--- src/rtl/mc_ctrl_pkg.sv ---
// Shared encodings for the multi-cycle MIPS-subset controller:
// states, opcodes, R-type func codes and datapath mux selects.
package mc_ctrl_pkg;

    typedef enum logic [3:0] {
        S_FETCH    = 4'd0,
        S_DECODE   = 4'd1,
        S_MEM_ADDR = 4'd2,
        S_MEM_RD   = 4'd3,
        S_MEM_WB   = 4'd4,
        S_MEM_WR   = 4'd5,
        S_R_EX     = 4'd6,
        S_R_WB     = 4'd7,
        S_BRANCH   = 4'd8,
        S_LUI_EX   = 4'd9,
        S_LUI_WB   = 4'd10,
        S_TRAP     = 4'd11
    } state_t;

    typedef enum logic [2:0] {
        ALU_ADD = 3'b000,
        ALU_SUB = 3'b001,
        ALU_AND = 3'b010,
        ALU_OR  = 3'b011,
        ALU_XOR = 3'b100,
        ALU_LUI = 3'b101
    } alu_op_t;

    localparam logic [5:0] OP_RTYPE = 6'b000000;
    localparam logic [5:0] OP_LW    = 6'b100011;
    localparam logic [5:0] OP_SW    = 6'b101011;
    localparam logic [5:0] OP_BEQ   = 6'b000100;
    localparam logic [5:0] OP_LUI   = 6'b001111;

    localparam logic [5:0] FN_ADD = 6'b100000;
    localparam logic [5:0] FN_SUB = 6'b100010;
    localparam logic [5:0] FN_AND = 6'b100100;
    localparam logic [5:0] FN_OR  = 6'b100101;
    localparam logic [5:0] FN_XOR = 6'b100110;

    localparam logic [1:0] SRCB_REGB    = 2'b00;
    localparam logic [1:0] SRCB_FOUR    = 2'b01;
    localparam logic [1:0] SRCB_IMM     = 2'b10;
    localparam logic [1:0] SRCB_IMM_SH2 = 2'b11;

    localparam logic [1:0] PCSRC_ALU    = 2'b00;
    localparam logic [1:0] PCSRC_ALUOUT = 2'b01;

endpackage

--- src/rtl/multicycle_ctrl_fsm_if.sv ---
// Controller <-> datapath bundle: IR fields and mem_ready in, control strobes out.
interface multicycle_ctrl_fsm_if #(
    parameter int CNT_W = 32
);
    logic [5:0]       op;
    logic [5:0]       func;
    logic             mem_ready;
    logic             PCWrite;
    logic             PCWriteCond;
    logic             IorD;
    logic             IRWrite;
    logic             MemRead;
    logic             MemWrite;
    logic             MemtoReg;
    logic             RegDst;
    logic             RegWrite;
    logic             ALUSrcA;
    logic [1:0]       ALUSrcB;
    logic [1:0]       PCSource;
    logic [2:0]       ALU_op;
    logic             retire;
    logic             illegal;
    logic [3:0]       state;
    logic [CNT_W-1:0] instr_cnt;

    modport master (
        input  op, func, mem_ready,
        output PCWrite, PCWriteCond, IorD, IRWrite, MemRead, MemWrite,
               MemtoReg, RegDst, RegWrite, ALUSrcA, ALUSrcB, PCSource,
               ALU_op, retire, illegal, state, instr_cnt
    );

    modport slave (
        output op, func, mem_ready,
        input  PCWrite, PCWriteCond, IorD, IRWrite, MemRead, MemWrite,
               MemtoReg, RegDst, RegWrite, ALUSrcA, ALUSrcB, PCSource,
               ALU_op, retire, illegal, state, instr_cnt
    );
endinterface

--- src/rtl/alu_func_decode.sv ---
// R-type func field to ALU operation, with a legality flag for the supported subset.
module alu_func_decode
    import mc_ctrl_pkg::*;
(
    input  logic [5:0] i_func,
    output alu_op_t    o_alu_op,
    output logic       o_legal
);
    always_comb begin
        o_alu_op = ALU_ADD;
        o_legal  = 1'b1;
        case (i_func)
            FN_ADD:  o_alu_op = ALU_ADD;
            FN_SUB:  o_alu_op = ALU_SUB;
            FN_AND:  o_alu_op = ALU_AND;
            FN_OR:   o_alu_op = ALU_OR;
            FN_XOR:  o_alu_op = ALU_XOR;
            default: o_legal  = 1'b0;
        endcase
    end
endmodule

--- src/rtl/multicycle_ctrl_fsm.sv ---
// Moore sequencer for the multi-cycle MIPS-subset datapath; mem_ready only
// qualifies the fetch/store strobes. Counts retired instructions.
module multicycle_ctrl_fsm
    import mc_ctrl_pkg::*;
#(
    parameter int CNT_W = 32
) (
    input logic                   clk,
    input logic                   rst,
    multicycle_ctrl_fsm_if.master bus
);
    state_t           r_state;
    logic [CNT_W-1:0] r_cnt;
    logic             r_illegal;

    state_t     w_next;
    alu_op_t    w_fn_op;
    logic       w_fn_legal;
    logic       w_pcwrite, w_pcwritecond, w_iord, w_irwrite, w_memread;
    logic       w_memwrite, w_memtoreg, w_regdst, w_regwrite, w_alusrca;
    logic       w_retire;
    logic [1:0] w_alusrcb, w_pcsource;
    alu_op_t    w_alu_op;

    alu_func_decode u_fn_dec (
        .i_func   (bus.func),
        .o_alu_op (w_fn_op),
        .o_legal  (w_fn_legal)
    );

    always_comb begin
        w_next        = r_state;
        w_pcwrite     = 1'b0;
        w_pcwritecond = 1'b0;
        w_iord        = 1'b0;
        w_irwrite     = 1'b0;
        w_memread     = 1'b0;
        w_memwrite    = 1'b0;
        w_memtoreg    = 1'b0;
        w_regdst      = 1'b0;
        w_regwrite    = 1'b0;
        w_alusrca     = 1'b0;
        w_retire      = 1'b0;
        w_alusrcb     = SRCB_REGB;
        w_pcsource    = PCSRC_ALU;
        w_alu_op      = ALU_ADD;
        case (r_state)
            S_FETCH: begin
                w_memread = 1'b1;
                w_alusrcb = SRCB_FOUR;
                w_irwrite = bus.mem_ready;
                w_pcwrite = bus.mem_ready;
                if (bus.mem_ready) w_next = S_DECODE;
            end
            S_DECODE: begin
                w_alusrcb = SRCB_IMM_SH2;
                case (bus.op)
                    OP_RTYPE:     w_next = w_fn_legal ? S_R_EX : S_TRAP;
                    OP_LW, OP_SW: w_next = S_MEM_ADDR;
                    OP_BEQ:       w_next = S_BRANCH;
                    OP_LUI:       w_next = S_LUI_EX;
                    default:      w_next = S_TRAP;
                endcase
            end
            S_MEM_ADDR: begin
                w_alusrca = 1'b1;
                w_alusrcb = SRCB_IMM;
                w_next    = (bus.op == OP_LW) ? S_MEM_RD :
                            (bus.op == OP_SW) ? S_MEM_WR : S_TRAP;
            end
            S_MEM_RD: begin
                w_memread = 1'b1;
                w_iord    = 1'b1;
                if (bus.mem_ready) w_next = S_MEM_WB;
            end
            S_MEM_WB: begin
                w_regwrite = 1'b1;
                w_memtoreg = 1'b1;
                w_retire   = 1'b1;
                w_next     = S_FETCH;
            end
            S_MEM_WR: begin
                w_memwrite = 1'b1;
                w_iord     = 1'b1;
                w_retire   = bus.mem_ready;
                if (bus.mem_ready) w_next = S_FETCH;
            end
            S_R_EX: begin
                w_alusrca = 1'b1;
                w_alu_op  = w_fn_op;
                w_next    = S_R_WB;
            end
            S_R_WB: begin
                w_regwrite = 1'b1;
                w_regdst   = 1'b1;
                w_retire   = 1'b1;
                w_next     = S_FETCH;
            end
            S_BRANCH: begin
                w_alusrca     = 1'b1;
                w_alu_op      = ALU_SUB;
                w_pcwritecond = 1'b1;
                w_pcsource    = PCSRC_ALUOUT;
                w_retire      = 1'b1;
                w_next        = S_FETCH;
            end
            S_LUI_EX: begin
                w_alusrcb = SRCB_IMM;
                w_alu_op  = ALU_LUI;
                w_next    = S_LUI_WB;
            end
            S_LUI_WB: begin
                w_regwrite = 1'b1;
                w_retire   = 1'b1;
                w_next     = S_FETCH;
            end
            S_TRAP:  w_next = S_TRAP;
            default: w_next = S_TRAP;
        endcase
    end

    always_ff @(posedge clk) begin
        if (rst) begin
            r_state   <= S_FETCH;
            r_cnt     <= '0;
            r_illegal <= 1'b0;
        end else begin
            r_state <= w_next;
            if (w_retire) r_cnt <= r_cnt + CNT_W'(1);
            // set on entry so the flag is already high in the first TRAP cycle
            if (w_next == S_TRAP) r_illegal <= 1'b1;
        end
    end

    assign bus.PCWrite     = w_pcwrite     & ~rst;
    assign bus.PCWriteCond = w_pcwritecond & ~rst;
    assign bus.IRWrite     = w_irwrite     & ~rst;
    assign bus.MemRead     = w_memread     & ~rst;
    assign bus.MemWrite    = w_memwrite    & ~rst;
    assign bus.RegWrite    = w_regwrite    & ~rst;
    assign bus.retire      = w_retire      & ~rst;
    assign bus.IorD        = w_iord;
    assign bus.MemtoReg    = w_memtoreg;
    assign bus.RegDst      = w_regdst;
    assign bus.ALUSrcA     = w_alusrca;
    assign bus.ALUSrcB     = w_alusrcb;
    assign bus.PCSource    = w_pcsource;
    assign bus.ALU_op      = w_alu_op;
    assign bus.illegal     = r_illegal;
    assign bus.state       = r_state;
    assign bus.instr_cnt   = r_cnt;
endmodule

--- src/flat_wrapper.sv ---
// flat-port wrapper written by rule: the top's interface ports become plain ports
module multicycle_ctrl_fsm_flat import mc_ctrl_pkg::*;
#(
    parameter int CNT_W = 32
)
  (clk, rst, bus_op, bus_func, bus_mem_ready, bus_PCWrite, bus_PCWriteCond, bus_IorD, bus_IRWrite, bus_MemRead, bus_MemWrite, bus_MemtoReg, bus_RegDst, bus_RegWrite, bus_ALUSrcA, bus_ALUSrcB, bus_PCSource, bus_ALU_op, bus_retire, bus_illegal, bus_state, bus_instr_cnt);
  multicycle_ctrl_fsm_if #(.CNT_W(CNT_W)) bus_i ();
  input logic clk;
  input logic rst;
  input wire logic [$bits(bus_i.op)-1:0] bus_op;
  input wire logic [$bits(bus_i.func)-1:0] bus_func;
  input wire logic [$bits(bus_i.mem_ready)-1:0] bus_mem_ready;
  output wire logic [$bits(bus_i.PCWrite)-1:0] bus_PCWrite;
  output wire logic [$bits(bus_i.PCWriteCond)-1:0] bus_PCWriteCond;
  output wire logic [$bits(bus_i.IorD)-1:0] bus_IorD;
  output wire logic [$bits(bus_i.IRWrite)-1:0] bus_IRWrite;
  output wire logic [$bits(bus_i.MemRead)-1:0] bus_MemRead;
  output wire logic [$bits(bus_i.MemWrite)-1:0] bus_MemWrite;
  output wire logic [$bits(bus_i.MemtoReg)-1:0] bus_MemtoReg;
  output wire logic [$bits(bus_i.RegDst)-1:0] bus_RegDst;
  output wire logic [$bits(bus_i.RegWrite)-1:0] bus_RegWrite;
  output wire logic [$bits(bus_i.ALUSrcA)-1:0] bus_ALUSrcA;
  output wire logic [$bits(bus_i.ALUSrcB)-1:0] bus_ALUSrcB;
  output wire logic [$bits(bus_i.PCSource)-1:0] bus_PCSource;
  output wire logic [$bits(bus_i.ALU_op)-1:0] bus_ALU_op;
  output wire logic [$bits(bus_i.retire)-1:0] bus_retire;
  output wire logic [$bits(bus_i.illegal)-1:0] bus_illegal;
  output wire logic [$bits(bus_i.state)-1:0] bus_state;
  output wire logic [$bits(bus_i.instr_cnt)-1:0] bus_instr_cnt;
  assign bus_i.op = bus_op;
  assign bus_i.func = bus_func;
  assign bus_i.mem_ready = bus_mem_ready;
  assign bus_PCWrite = bus_i.PCWrite;
  assign bus_PCWriteCond = bus_i.PCWriteCond;
  assign bus_IorD = bus_i.IorD;
  assign bus_IRWrite = bus_i.IRWrite;
  assign bus_MemRead = bus_i.MemRead;
  assign bus_MemWrite = bus_i.MemWrite;
  assign bus_MemtoReg = bus_i.MemtoReg;
  assign bus_RegDst = bus_i.RegDst;
  assign bus_RegWrite = bus_i.RegWrite;
  assign bus_ALUSrcA = bus_i.ALUSrcA;
  assign bus_ALUSrcB = bus_i.ALUSrcB;
  assign bus_PCSource = bus_i.PCSource;
  assign bus_ALU_op = bus_i.ALU_op;
  assign bus_retire = bus_i.retire;
  assign bus_illegal = bus_i.illegal;
  assign bus_state = bus_i.state;
  assign bus_instr_cnt = bus_i.instr_cnt;
  multicycle_ctrl_fsm #(.CNT_W(CNT_W)) u_core (.clk(clk), .rst(rst), .bus(bus_i));
endmodule
--- config.mk ---
export PLATFORM = sky130hd
export DESIGN_NAME = multicycle_ctrl_fsm_flat
export DESIGN_NICKNAME = d
export VERILOG_FILES = /design/src/rtl/mc_ctrl_pkg.sv /design/src/rtl/multicycle_ctrl_fsm_if.sv /design/src/rtl/alu_func_decode.sv /design/src/rtl/multicycle_ctrl_fsm.sv /design/src/flat_wrapper.sv
export SDC_FILE = /design/constraint.sdc
export NUM_CORES = 1
export LEC_CHECK = 0
export ABC_AREA = 1
export BUFFER_PORTS_ARGS = -buffer_cell sky130_fd_sc_hd__buf_2
export CORE_MARGIN = 5
export CORE_UTILIZATION = 30
export DETAILED_ROUTE_END_ITERATION = 7
export GPL_TIMING_DRIVEN = 0
export SETUP_SLACK_MARGIN = 0.1
export SLEW_MARGIN = 40
export SYNTH_ARGS = -nofsm -noshare
export SYNTH_HDL_FRONTEND = slang
export SYNTH_SLANG_ARGS = --single-unit
--- constraint.sdc ---
create_clock -name clk -period 3.4 [get_ports clk]
set_input_delay 0.68 -clock clk [delete_from_list [all_inputs] [get_ports clk]]
set_output_delay 0.68 -clock clk [all_outputs]
set_load 0.05 [all_outputs]
==> results.yml, run 1 <==
clock_tree:
  insertion_delay_ns: 0.30
  max-clock-path-buffers: 2
  cts_tree: "yes"
  cts_root_buf: "clkbuf_8"
  cts_htree_levels: 2
  ctsResizeCount: 0
  cts_buffers: 5
  cts_setup_buffers: 0
  cts_sinks: 37
  clkSlewWorstSetupHoldPaths_ns: 0.08
  postCtsHoldBufs: 0
sta:
  worst_slack_ns: 0.6684
  min_period_over_period: 0.8034
  fin_skew_ns: 0.008713
  slew_violations: 0
  holdWs_ns: 0.4988
  fmax_ghz: 0.3661
  finalSetupTns_ns: 0
  setup_viol: 0
  fin_crit_ns: 2.732
  tightest_slew_ns: 0.6514
  hold_violations: 0
  rsz0062_at_grt: "false"
  relSlewSlack: 0.5657
finish:
  fin_area_um2: 3157
  diodes: 0
  n_fill_cell: 984
  layout-drive-gt1-share: 0.2078
  syn_to_final_growth_pct: 21.65
  fin_util: 0.3674
  final_common_cell: "nand2_1"
  final_nets: 525
  final_cell_mix: "136 x nand2_1, 69 x buf_2, 62 x nor2_1"
  fin_cells: 618
critical_path:
  cpMostUsedCell: "nor2_1"
  cp-startpoint: "u_core.bus.state[2]$_SDFF_PP0_"
  critPathMaxFanout: 10
  path_cells: "nand2_2, nor2_1, nand2_1, nand3_4, inv_2, buf_4, nor2_1, buf_2"
  r2r-start: "u_core.bus.instr_cnt[0]$_SDFFE_PP0P_"
  critPathArrivalTime_ns: 2.05
  cp.required_ns: 2.72
  critPathSlowestCell: "dfxtp_1"
  end_kind: "output pin"
  path_class: "flop to output pin"
  start_kind: "flop"
  max_stage_delay_ns: 0.45
drt:
  totalWireLength_um: 7797
  wl_per_cell_um: 12.62
  vias: 2893
  first_pass_iters: 4
  drt_iter0_markers: 161
  avgViaCountPerCell: 4.681
  drc: 0
  ant_nets: 0
power:
  switching_share: 0.5204
  power_density_nw_per_um2: 535.1
  power_mw: 1.689
  power_switching_uw: 879.0
  seq_power_share: 0.304
  leakage_nw: 1.524
  power_frac_comb: 0.510
  p_int_uw: 810.1
  vdd_ir_drop_max_v: 0.0002931
  pwr-share-clk: 0.185
global_routing:
  grt_pass1_wl_um: 12540
  overflow: 0
  first_global_vias: 2665
  grt_use_total: 0.1478
  grt_max_degree: 13
  grt_antenna_before_repair: 0
placed_design:
  dp.cells: 610
  place_ws_ns: 0.8527
  place_congestion: 0.8921
  dpl_cell_area_um2: 3070
  dp_hpwl_um: 6349
  portBuffers: 68
yosys:
  async_flop_share: 0
  synth_area_um2: 2595
  ys_warn_count: 0
  synth_nets: 450
  synth_cell_type_count: 33
  synth.avg_cell_area_um2: 5.979
  ys_ff_latch: 37
  syn_inst: 434
  synth_edf_count: 0
  ys.flop_type: "dfxtp_1"
  synth_seq_area_share: 0.2854
flow_run:
  maxCapViolations: 0
floorplanning:
  fp-row-count: 34
  die_w_um: 103.0
  start_util: 0.3020
  die_y_um: 103.0
  core_um2: 8593
  die_area_um2: 10610
  pin_count: 70
hold_path:
  hp-class: "flop to flop"
  min_from: "u_core.bus.instr_cnt[4]$_SDFFE_PP0P_"
outcome:
  status: "finished clean"
## power groups by stage
stage	clock network (mW)	registers, mW	logic (mW)
after CTS	0.321	0.514	0.872
after detailed placement	0	0.523	0.870
after floorplan	0	0.617	0.565
final	0.313	0.514	0.862
after global routing	0.333	0.521	0.934
after global placement	0	0.525	0.864
## logic make-up (layout without fill, tap and decap cells)
family / count (synthesis) / count (layout) / share of synthesized area
and+or+nand+nor: 265 / 265 / 0.4624
buffers and inverters: 66 / 142 / 0.1046
adders and majority gates: 1 / 1 / 0.004821
DFF: 37 / 37 / 0.2854
xor gates and xnor gates: 10 / 10 / 0.03375
AOI/OAI and AO/OA: 54 / 54 / 0.1075
other: 1 / 1 / 0.001445
## sequential cells by signal (all words and copies together), names as in the netlist
| name | count |
|---|---|
| u_core.bus.state | 4 |
| u_core.bus.illegal | 1 |
| u_core.bus.instr_cnt | 32 |
## synthesized netlist by cell type (5+ instances only)
cell	instances	share of area
buf_4	6	0.017
nand3b_1	5	0.014
nor2_1	62	0.090
inv_2	5	0.0072
o21ai_0	11	0.021
nand4_1	6	0.014
nor2_4	5	0.022
inv_1	50	0.072
nand3_1	21	0.041
nor3_1	14	0.027
nand2_1	136	0.20
dfxtp_1	37	0.29
xor2_1	6	0.020
a21oi_1	35	0.068
## layer usage
| layer | vias to the layer above | wire length [µm] | global-route usage |
|---|---|---|---|
| met3 | 4 | 521 | 0.03045 |
| met4 | 0 | 31 | 0.02988 |
| met2 | 89 | 3578 | 0.2477 |
| met5 | - | 0 | 0 |
| li1 | 1512 | - | - |
| met1 | 1288 | 3665 | 0.1967 |
## cell type report
type,instances,area (µm²),area share
timing repair buffer,68,340.3,0.1078
tap,108,135.1,0.04281
inverter,55,206.4,0.06540
clock inverter,3,17.52,0.005549
clock buffer,5,68.82,0.02180
buffer,11,65.06,0.02061
multi-input combinational,331,1583,0.5014
sequential,37,740.7,0.2346
## final timing paths
kind	to	slack, ns	cells after the start
max reg2reg	u_core.bus.instr_cnt[26]$_SDFFE_PP0P_	1.61	8
max	bus_retire	0.67	8
min	u_core.bus.instr_cnt[4]$_SDFFE_PP0P_	0.50	2
min reg2reg	u_core.bus.instr_cnt[4]$_SDFFE_PP0P_	0.50	2
## worst max-delay path, delay by kind of cell, from the launching register on
family        cells  cell delay [ns]
buf+inv           3             0.51
flops             1             0.45
simple gates      5             0.80
Note: power is estimated with default switching activity, not from simulation.
==> run 2: changes to the inputs <==
Clock period 3.4 ns to 2.2 ns, I/O delays scaled along.
==> run 2 against run 1 <==
First-iteration DRC count decreased by 22%. Sequential power is 60% higher. Clock skew grew 0.0024 ns. Count of clock-buffer cells in the layout unchanged. Combinational power increased by 88%. Clock power up 94%. Largest cell class unchanged. Highest routed layer unchanged.
==> results.yml, run 2 (synthesized netlist as in run 1, its figures left out) <==
floorplanning:
  core_um2: 8593
  die_area_um2: 10610
  die_y_um: 103.0
  pin_count: 70
  start_util: 0.3020
  fp-row-count: 34
  die_w_um: 103.0
placed_design:
  place_congestion: 0.8909
  portBuffers: 68
  dp.cells: 610
  dp_hpwl_um: 6141
sta:
  slew_violations: 0
  fin_skew_ns: 0.01115
  fin_crit_ns: 2.041
  min_period_over_period: 0.9279
  tightest_slew_ns: 0.7562
  fmax_ghz: 0.4898
  hold_violations: 0
  relSlewSlack: 0.4959
  finalSetupTns_ns: 0
  setup_viol: 0
  rsz0062_at_grt: "true"
clock_tree:
  insertion_delay_ns: 0.30
  postCtsHoldBufs: 0
  cts_sinks: 37
  cts_root_buf: "clkbuf_8"
  max-clock-path-buffers: 2
  cts_buffers: 5
  cts_tree: "yes"
  clkSlewWorstSetupHoldPaths_ns: 0.08
  cts_htree_levels: 2
critical_path:
  r2r_slack_ns: 0.38
  cp.required_ns: 1.76
  path_class: "flop to output pin"
  critPathArrivalTime_ns: 1.60
  end_kind: "output pin"
  critPathMaxFanout: 10
  start_kind: "flop"
global_routing:
  grt_max_degree: 14
  first_global_vias: 2607
  grt_antenna_before_repair: 0
  grt_pass1_wl_um: 12070
  grt_use_total: 0.1426
  overflow: 0
drt:
  ant_nets: 0
  drt_iter0_markers: 125
  drc: 0
  vias: 2970
  wl_per_cell_um: 12.38
  totalWireLength_um: 7736
  avgViaCountPerCell: 4.752
  first_pass_iters: 5
outcome:
  status: "finished clean"
finish:
  fin_cells: 625
  syn_to_final_growth_pct: 30.62
  largest_reg_flops: 32
  diodes: 0
  final_nets: 532
  final_cell_mix: "130 x nand2_1, 64 x buf_2, 59 x nor2_1"
  final_common_cell: "nand2_1"
  layout-drive-gt1-share: 0.2553
  n_fill_cell: 936
flow_run:
  maxCapViolations: 0
power:
  power_density_nw_per_um2: 898.2
  vdd_ir_drop_max_v: 0.001184
  leakage_nw: 1.609
hold_path:
  hp-class: "primary input to flop"
## run 2: changes by cell type in the layout (fill, tap and decap cells not counted), moves of 5 or more
cell / delta
buf_2: -5
nand2_1: -6
nor2_4: +5
nand2_4: +5
buf_4: +7
## run 2: final timing paths
| path | start | endpoint | cells past startpoint |
|---|---|---|---|
| worst min-delay path | rst | u_core.bus.state[3]$_SDFF_PP0_ | 4 |
| worst max register to register | u_core.bus.instr_cnt[0]$_SDFFE_PP0P_ | u_core.bus.instr_cnt[22]$_SDFFE_PP0P_ | 8 |
| worst max-delay path | u_core.bus.state[1]$_SDFF_PP0_ | bus_retire | 9 |
| worst min register to register | u_core.bus.instr_cnt[31]$_SDFFE_PP0P_ | u_core.bus.instr_cnt[31]$_SDFFE_PP0P_ | 2 |
## run 2: layer usage
layer | up-vias | track usage | part of all wire | wire [µm]
met5 | - | 0 | 0 | 0
li1 | 1541 | - | - | -
met1 | 1339 | 0.1852 | 0.45 | 3486
met4 | 0 | 0.04382 | 0.012 | 92
met3 | 9 | 0.02706 | 0.073 | 563
met2 | 81 | 0.2388 | 0.46 | 3595
## run 2: timing repair
item / 4_1_cts / 5_1_grt
endpoints found under the setup margin: 3 / 6
setup buffers: 1 / 6
pin swaps: 2 / 4
cloned: 0 / 0
resized for setup: 14 / 24
## run 2: metrics by stage
| step | cell area, µm² | hold slack (ns) | total power [mW] | worst slack (ns) | utilization |
|---|---|---|---|---|---|
| finish | 3390 | 0.4631 | 3.044 | 0.1585 | 0.3944 |
| global route | 3390 | 0.4735 | 3.208 | 0.07387 | 0.3944 |
| CTS | 3276 | 0.4590 | 2.891 | 0.05708 | 0.3812 |
| detailed placement | 3107 | 0.4908 | 2.198 | 0.1246 | 0.3615 |
| global placement | 3107 | 0.4706 | 2.197 | 0.1228 | 0.3615 |
| floorplan | 2631 | 0.6353 | 1.879 | 0.007671 | - |
## run 2: layout make-up
| class | count | area, µm² | area share |
|---|---|---|---|
| plain buffers | 11 | 73.82 | 0.02178 |
| clock buffers | 5 | 68.82 | 0.02030 |
| clock inverters | 3 | 46.29 | 0.01366 |
| inverters | 55 | 214.0 | 0.06312 |
| multi-input cells | 331 | 1683 | 0.4965 |
| flip-flops and latches | 37 | 755.7 | 0.2230 |
| well taps | 108 | 135.1 | 0.03987 |
| repair buffers | 75 | 412.9 | 0.1218 |
## run 2: critical path, cell delays in order, from the launching register on
cell,delay [ns]
dfxtp_4,0.39
inv_4,0.10
nand2_4,0.07
nor2_4,0.15
nor2_4,0.06
nand3_4,0.09
inv_2,0.05
buf_6,0.14
nor2_4,0.09
buf_8,0.16
## run 2: where the power goes
part	total (mW)	switching, mW	leakage [nW]	internal (mW)
Combinational	1.62	1.15	1.25	0.466
Clock	0.607	0.268	0.0543	0.339
Sequential	0.822	0.0872	0.302	0.734
